===== config.mk =====
export PLATFORM = sky130hd
export DESIGN_NAME = splitmix64_seed_expander_flat
export DESIGN_NICKNAME = d
export VERILOG_FILES = /design/src/rtl/splitmix64_seed_expander_pkg.sv /design/src/rtl/splitmix64_seed_expander_if.sv /design/src/rtl/splitmix64_seed_expander_mul64_lo.sv /design/src/rtl/splitmix64_seed_expander.sv /design/src/flat_wrapper.sv
export SDC_FILE = /design/constraint.sdc
export NUM_CORES = 2
export LEC_CHECK = 0
export BUFFER_PORTS_ARGS = -buffer_cell sky130_fd_sc_hd__buf_4
export CAP_MARGIN = 20
export CORE_MARGIN = 2
export CORE_UTILIZATION = 30
export DETAILED_ROUTE_END_ITERATION = 16
export GPL_TIMING_DRIVEN = 0
export PLACE_DENSITY = 0.47
export SLEW_MARGIN = 0
export SYNTH_ARGS = -nofsm -noshare
export SYNTH_HDL_FRONTEND = slang
export SYNTH_SLANG_ARGS = --single-unit
export TNS_END_PERCENT = 5

===== constraint.sdc =====
create_clock -name clk -period 15.9 [get_ports clk]
set_clock_uncertainty 0.1 [all_clocks]
set_input_delay 0.795 -clock clk [delete_from_list [all_inputs] [get_ports clk]]
set_output_delay 0.795 -clock clk [all_outputs]
set_load 0.05 [all_outputs]

===== src/rtl/splitmix64_seed_expander_pkg.sv =====
// Shared constants and state encoding for the SplitMix64 seed expander.
//   SPLITMIX_GAMMA : state increment added once per output word
//   SPLITMIX_C1/C2 : finaliser multipliers
//   sm_state_e     : 3-bit FSM encoding used by the expander
//   xorshr()       : v ^ (v >> sh), the logical xor-shift step of the finaliser
package splitmix64_seed_expander_pkg;

  localparam logic [63:0] SPLITMIX_GAMMA = 64'h9E3779B97F4A7C15;
  localparam logic [63:0] SPLITMIX_C1    = 64'hBF58476D1CE4E5B9;
  localparam logic [63:0] SPLITMIX_C2    = 64'h94D049BB133111EB;

  typedef enum logic [2:0] {
    ST_IDLE  = 3'd0,
    ST_GAMMA = 3'd1,
    ST_MUL1  = 3'd2,
    ST_MUL2  = 3'd3,
    ST_VALID = 3'd4
  } sm_state_e;

  function automatic logic [63:0] xorshr(input logic [63:0] v, input int unsigned sh);
    return v ^ (v >> sh);
  endfunction

endpackage


===== src/rtl/splitmix64_seed_expander_if.sv =====
// Request/response bundle between a seed consumer and the expander.
//   start, seed_in : expansion request (driven by master)
//   busy           : expansion in progress (driven by slave)
//   seed_valid     : seed_out complete (driven by slave)
//   seed_ready     : consumer accepts seed_out (driven by master)
//   seed_out       : expanded seed, word k at [64k+63:64k] (driven by slave)
interface splitmix64_seed_expander_if #(
  parameter int NUM_WORDS = 4
);
  logic                     start;
  logic [63:0]              seed_in;
  logic                     busy;
  logic                     seed_valid;
  logic                     seed_ready;
  logic [64*NUM_WORDS-1:0]  seed_out;

  modport master (output start, seed_in, seed_ready,
                  input  busy, seed_valid, seed_out);
  modport slave  (input  start, seed_in, seed_ready,
                  output busy, seed_valid, seed_out);
endinterface


===== src/rtl/splitmix64_seed_expander_mul64_lo.sv =====
// Combinational 64x64 multiplier returning only the low 64 bits of the product.
//   a_i, b_i : unsigned operands
//   p_o      : (a_i * b_i) mod 2^64
module splitmix64_seed_expander_mul64_lo (
  input  logic [63:0] a_i,
  input  logic [63:0] b_i,
  output logic [63:0] p_o
);
  assign p_o = a_i * b_i;
endmodule


===== src/rtl/splitmix64_seed_expander.sv =====
// Expands one 64-bit seed into NUM_WORDS SplitMix64 words, three clocks per word.
//   clk     : rising-edge clock
//   rst     : asynchronous active-high reset
//   ctrl_if : slave side of the request/response bundle
//
// state | meaning
// IDLE  | waiting for start; seed_out holds the last result
// GAMMA | advance st by GAMMA, first xor-shift into z
// MUL1  | z = xorshr(z*C1, 27)
// MUL2  | word[idx] = xorshr(z*C2, 31), idx++
// VALID | seed_out complete, wait for seed_ready
module splitmix64_seed_expander
  import splitmix64_seed_expander_pkg::*;
#(
  parameter int          NUM_WORDS = 4,
  parameter logic [63:0] GAMMA     = SPLITMIX_GAMMA,
  parameter logic [63:0] MIX_C1    = SPLITMIX_C1,
  parameter logic [63:0] MIX_C2    = SPLITMIX_C2
) (
  input  logic clk,
  input  logic rst,
  splitmix64_seed_expander_if.slave ctrl_if
);

  localparam int IDX_W = (NUM_WORDS > 1) ? $clog2(NUM_WORDS) : 1;
  localparam int OUT_W = 64 * NUM_WORDS;

  sm_state_e          state_q, state_d;
  logic [63:0]        st_q, st_d;
  logic [63:0]        z_q, z_d;
  logic [IDX_W-1:0]   idx_q, idx_d;
  logic [OUT_W-1:0]   out_q, out_d;

  logic [63:0]        x_sum;
  logic [63:0]        mul_b;
  logic [63:0]        mul_p;
  logic [63:0]        word;

  // One shared multiplier; only the constant operand changes between MUL1 and MUL2.
  assign mul_b = (state_q == ST_MUL2) ? MIX_C2 : MIX_C1;

  splitmix64_seed_expander_mul64_lo u_mul (
    .a_i (z_q),
    .b_i (mul_b),
    .p_o (mul_p)
  );

  assign x_sum = st_q + GAMMA;
  assign word  = xorshr(mul_p, 31);

  always_ff @(posedge clk or posedge rst) begin
    if (rst) begin
      state_q <= ST_IDLE;
      st_q    <= '0;
      z_q     <= '0;
      idx_q   <= '0;
      out_q   <= '0;
    end else begin
      state_q <= state_d;
      st_q    <= st_d;
      z_q     <= z_d;
      idx_q   <= idx_d;
      out_q   <= out_d;
    end
  end

  always_comb begin
    state_d = state_q;
    st_d    = st_q;
    z_d     = z_q;
    idx_d   = idx_q;
    out_d   = out_q;
    unique case (state_q)
      ST_IDLE: begin
        if (ctrl_if.start) begin
          st_d    = ctrl_if.seed_in;
          idx_d   = '0;
          state_d = ST_GAMMA;
        end
      end
      ST_GAMMA: begin
        st_d    = x_sum;
        z_d     = xorshr(x_sum, 30);
        state_d = ST_MUL1;
      end
      ST_MUL1: begin
        z_d     = xorshr(mul_p, 27);
        state_d = ST_MUL2;
      end
      ST_MUL2: begin
        for (int k = 0; k < NUM_WORDS; k++) begin
          if (idx_q == IDX_W'(k)) out_d[64*k +: 64] = word;
        end
        idx_d = idx_q + IDX_W'(1);
        if (idx_q == IDX_W'(NUM_WORDS - 1)) begin
          // Never hand an all-zero state to the xorshift generator.
          if (out_d == '0) out_d[0] = 1'b1;
          state_d = ST_VALID;
        end else begin
          state_d = ST_GAMMA;
        end
      end
      ST_VALID: begin
        if (ctrl_if.seed_ready) state_d = ST_IDLE;
      end
      default: state_d = ST_IDLE;
    endcase
  end

  assign ctrl_if.busy       = (state_q == ST_GAMMA) || (state_q == ST_MUL1) || (state_q == ST_MUL2);
  assign ctrl_if.seed_valid = (state_q == ST_VALID);
  assign ctrl_if.seed_out   = out_q;

endmodule


===== src/flat_wrapper.sv =====
// flat-port wrapper written by rule: the top's interface ports become plain ports
module splitmix64_seed_expander_flat import splitmix64_seed_expander_pkg::*;
#(
  parameter int          NUM_WORDS = 4,
  parameter logic [63:0] GAMMA     = SPLITMIX_GAMMA,
  parameter logic [63:0] MIX_C1    = SPLITMIX_C1,
  parameter logic [63:0] MIX_C2    = SPLITMIX_C2
)
  (clk, rst, ctrl_if_start, ctrl_if_seed_in, ctrl_if_seed_ready, ctrl_if_busy, ctrl_if_seed_valid, ctrl_if_seed_out);
  splitmix64_seed_expander_if #(.NUM_WORDS(NUM_WORDS)) ctrl_if_i ();
  input  logic clk;
  input  logic rst;
  input wire logic [$bits(ctrl_if_i.start)-1:0] ctrl_if_start;
  input wire logic [$bits(ctrl_if_i.seed_in)-1:0] ctrl_if_seed_in;
  input wire logic [$bits(ctrl_if_i.seed_ready)-1:0] ctrl_if_seed_ready;
  output wire logic [$bits(ctrl_if_i.busy)-1:0] ctrl_if_busy;
  output wire logic [$bits(ctrl_if_i.seed_valid)-1:0] ctrl_if_seed_valid;
  output wire logic [$bits(ctrl_if_i.seed_out)-1:0] ctrl_if_seed_out;
  assign ctrl_if_i.start = ctrl_if_start;
  assign ctrl_if_i.seed_in = ctrl_if_seed_in;
  assign ctrl_if_i.seed_ready = ctrl_if_seed_ready;
  assign ctrl_if_busy = ctrl_if_i.busy;
  assign ctrl_if_seed_valid = ctrl_if_i.seed_valid;
  assign ctrl_if_seed_out = ctrl_if_i.seed_out;
  splitmix64_seed_expander #(.NUM_WORDS(NUM_WORDS), .GAMMA(GAMMA), .MIX_C1(MIX_C1), .MIX_C2(MIX_C2)) u_core (.clk(clk), .rst(rst), .ctrl_if(ctrl_if_i));
endmodule

==> run summary <==
Status = finished clean
DRC viols = 0
Worst slew pin tran = 1.28 ns
Crit share post-route = 0.969
Slowest cell on crit path = clkbuf_1
Initial antenna violation count = 19
IO Port Bufs = 325
Number of gates resized after cts = 0
Reg2Reg Setup Slack = 0.50 ns
Global-route wire length before repair = 441,000 um
Setup violators final = 0
Most frequent CP cell = fa_1
Worst path bufs/invs = 10
Max stage delay on crit path = 0.96 ns
Gr ovfl total = 0
Clk_lat worst skew = 0.61 ns
CTS tree = done
Final Hold Vio Count = 0
Placed Area = 0.0721 mm^2
Max Root-Sink Buffers = 3
Final Cell Area = 0.0737 mm^2
Ports = 326
Post-route ant nets = 0
Mean routed wirelength per cell = 31.2 um
CTS H-tree depth = 2
Most frequent cells in the layout = inv_1 (1,714), fa_1 (1,249), nand2_1 (660)
GRT Util Overall = 0.290
Clock root buffer = clkbuf_16
Async S/R FF share, synth = 1.00
Max transition margin = 0.141
Die Width = 468 um
Critical Path RT = 16.30 ns
Cell depth of the worst flop-to-flop path = 36
Initial drt markers = 5,256
Storage cell area = 0.00974 mm^2
# fillers = 22,300
Area of the multi-input gates = 0.0479 mm^2
Hold Buf Count CTS = 0
DR vias = 53,000
Largest net degree at the start of global routing = 129
Seq/Total Area, Yosys = 0.150
Post-Layout Cell Count = 10,200
Slew Viols, Final = 0
Synth warn = 0
Flop and latch count out of synthesis = 389
Cts bufs inserted = 43
Worst-path clk slew = 0.06 ns
Total stage count of the critical path = 36
Pre-Repair DR Iteration Count = 7
Max_cap viols = 0
Synth unique cells = 105
Setup slack after layout = 0.497 ns
Share of layout cells above drive strength 1 = 0.0781
Initial core utilization = 0.302
Setup CP Type = reg -> reg
Main synth FF type = dfrtp_1
Die area = 0.219 mm^2
Highest Clock Rate = 64.9 MHz
Worst EP arrival = 15.80 ns
Area grow syn2layout = 13.8%
Core box area = 0.215 mm^2
Min-delay worst type = in -> async
Post-DP HPWL = 273,000 um
CP top delay family = adder cells
Die height = 468 um
Worst r2r src = u_core.state_q[2]
Vias per cell = 5.19
Placer Congestion = 1.02
CP max FO = 10
Post-layout net count = 9,246
Reg2reg end = u_core.ctrl_if.seed_out[0]
Synthesized instance count = 6,801
Placed Cells = 10,100
Netlist Area Pre-Place = 0.0647 mm^2
Routed wire length = 318,000 um
Crit path launch = u_core.state_q[2]
Minimum clock period = 15.40 ns
Most common cell after layout, fill and taps aside = inv_1
Vias in the first global route = 55,300
Rows = 170
# Post-CTS Setup Buffers = 0
Pre-CTS setup slack = 0.838 ns
Nature of the critical path endpoint = flip-flop
CP endpoint = u_core.ctrl_if.seed_out[0]
EDFF count, synth = 0
RSZ-0062 raised after global routing = false
CTS Sinks = 389
Syn Area/Cell = 9.52 um^2
Startpoint class of the critical path = flip-flop
==> worst reg2reg max path, delay by kind of cell (launching register included) <==
| kind | cells | cell delay, ns |
|---|---|---|
| buffers and inverters | 10 | 3.40 |
| xor gates and xnor gates | 1 | 0.85 |
| AOI/OAI and AO/OA | 5 | 1.74 |
| DFF | 1 | 0.39 |
| adders and majority gates | 11 | 5.74 |
| and+or+nand+nor | 9 | 3.08 |
==> how the worst min path moves through the flow <==
stage	start	cells after the start	to	slack, ns
final	rst	2	u_core.ctrl_if.seed_out[171]	0.16
after global routing	rst	2	u_core.ctrl_if.seed_out[167]	0.20
after CTS	rst	2	u_core.ctrl_if.seed_out[167]	0.18
after detailed placement	u_core.ctrl_if.seed_out[248]	2	u_core.ctrl_if.seed_out[248]	0.38
after global placement	u_core.ctrl_if.seed_out[248]	2	u_core.ctrl_if.seed_out[248]	0.37
after floorplan	u_core.z_q[61]	2	u_core.z_q[61]	0.36
==> cell families after synthesis <==
logic type,Yosys count,share of synthesized area
buf+inv,1996,0.117
fa+ha+maj,1849,0.502
simple gates,1281,0.0882
compound gates,936,0.0920
flops,389,0.150
xor+xnor,344,0.0498
mux,4,0.000638
other cells,2,0.000116
==> cell usage after synthesis (all sizes together) (10+ instances only) <==
library cell	number	area, um^2
and3	30	188
nand2b	20	125
a21o	27	203
nor4	54	365
a222oi	19	190
clkbuf	228	857
a21boi	12	90.1
xor2	86	802
buf	44	214
nor2	265	995
or2	24	150
o21ai	432	2170
fa	1249	25000
a22oi	22	165
o211ai	17	133
o22ai	16	106
or3	11	68.8
o221ai	33	295
and2	14	87.6
nand2	660	2480
o21a	23	173
dfrtp	389	9730
or4	10	78.8
o31ai	16	125
a21oi	144	728
nand4	50	313
a31oi	27	169
xnor2	248	2190
and4	10	87.6
inv	1716	6440
o311ai	10	105
nor3	68	340
a211oi	26	210
ha	600	7510
nand3	33	170
a221o	28	280
==> flip-flops by register name, summed over array words and instances, names as in the netlist <==
| name | flops |
|---|---|
| u_core.st_q | 64 |
| u_core.z_q | 64 |
| u_core.ctrl_if.seed_out | 256 |
| u_core.idx_q | 2 |
| u_core.state_q | 3 |
==> cell type report <==
class,count,share of cell area
multi-input cells,4510,0.651
flip-flops and latches,389,0.132
inverters,1724,0.0880
well taps,2838,0.0482
repair buffers,389,0.0463
clock buffers,64,0.0165
plain buffers,272,0.0146
clock inverters,15,0.00302
diodes,8,0.000272
==> routing by layer <==
layer | track usage | up-vias | share of wire
met1 | 0.394 | 27800 | 0.42
met5 | 0 | - | 0.00016
li1 | - | 22000 | -
met4 | 0.117 | 8 | 0.050
met2 | 0.450 | 2629 | 0.44
met3 | 0.0628 | 543 | 0.088
==> per-stage QoR <==
step / util / hold slack (ns) / setup TNS [ns]
6_report: 0.343 / 0.162 / 0
5_1_grt: 0.343 / 0.201 / 0
4_1_cts: 0.343 / 0.175 / 0
3_5_place_dp: 0.336 / 0.381 / 0
3_3_place_gp: 0.331 / 0.368 / -317.26
2_1_floorplan: - / 0.356 / 0
Power is not shown: default switching activity piles up to over one toggle a cycle in this logic, so the estimate is an artifact.
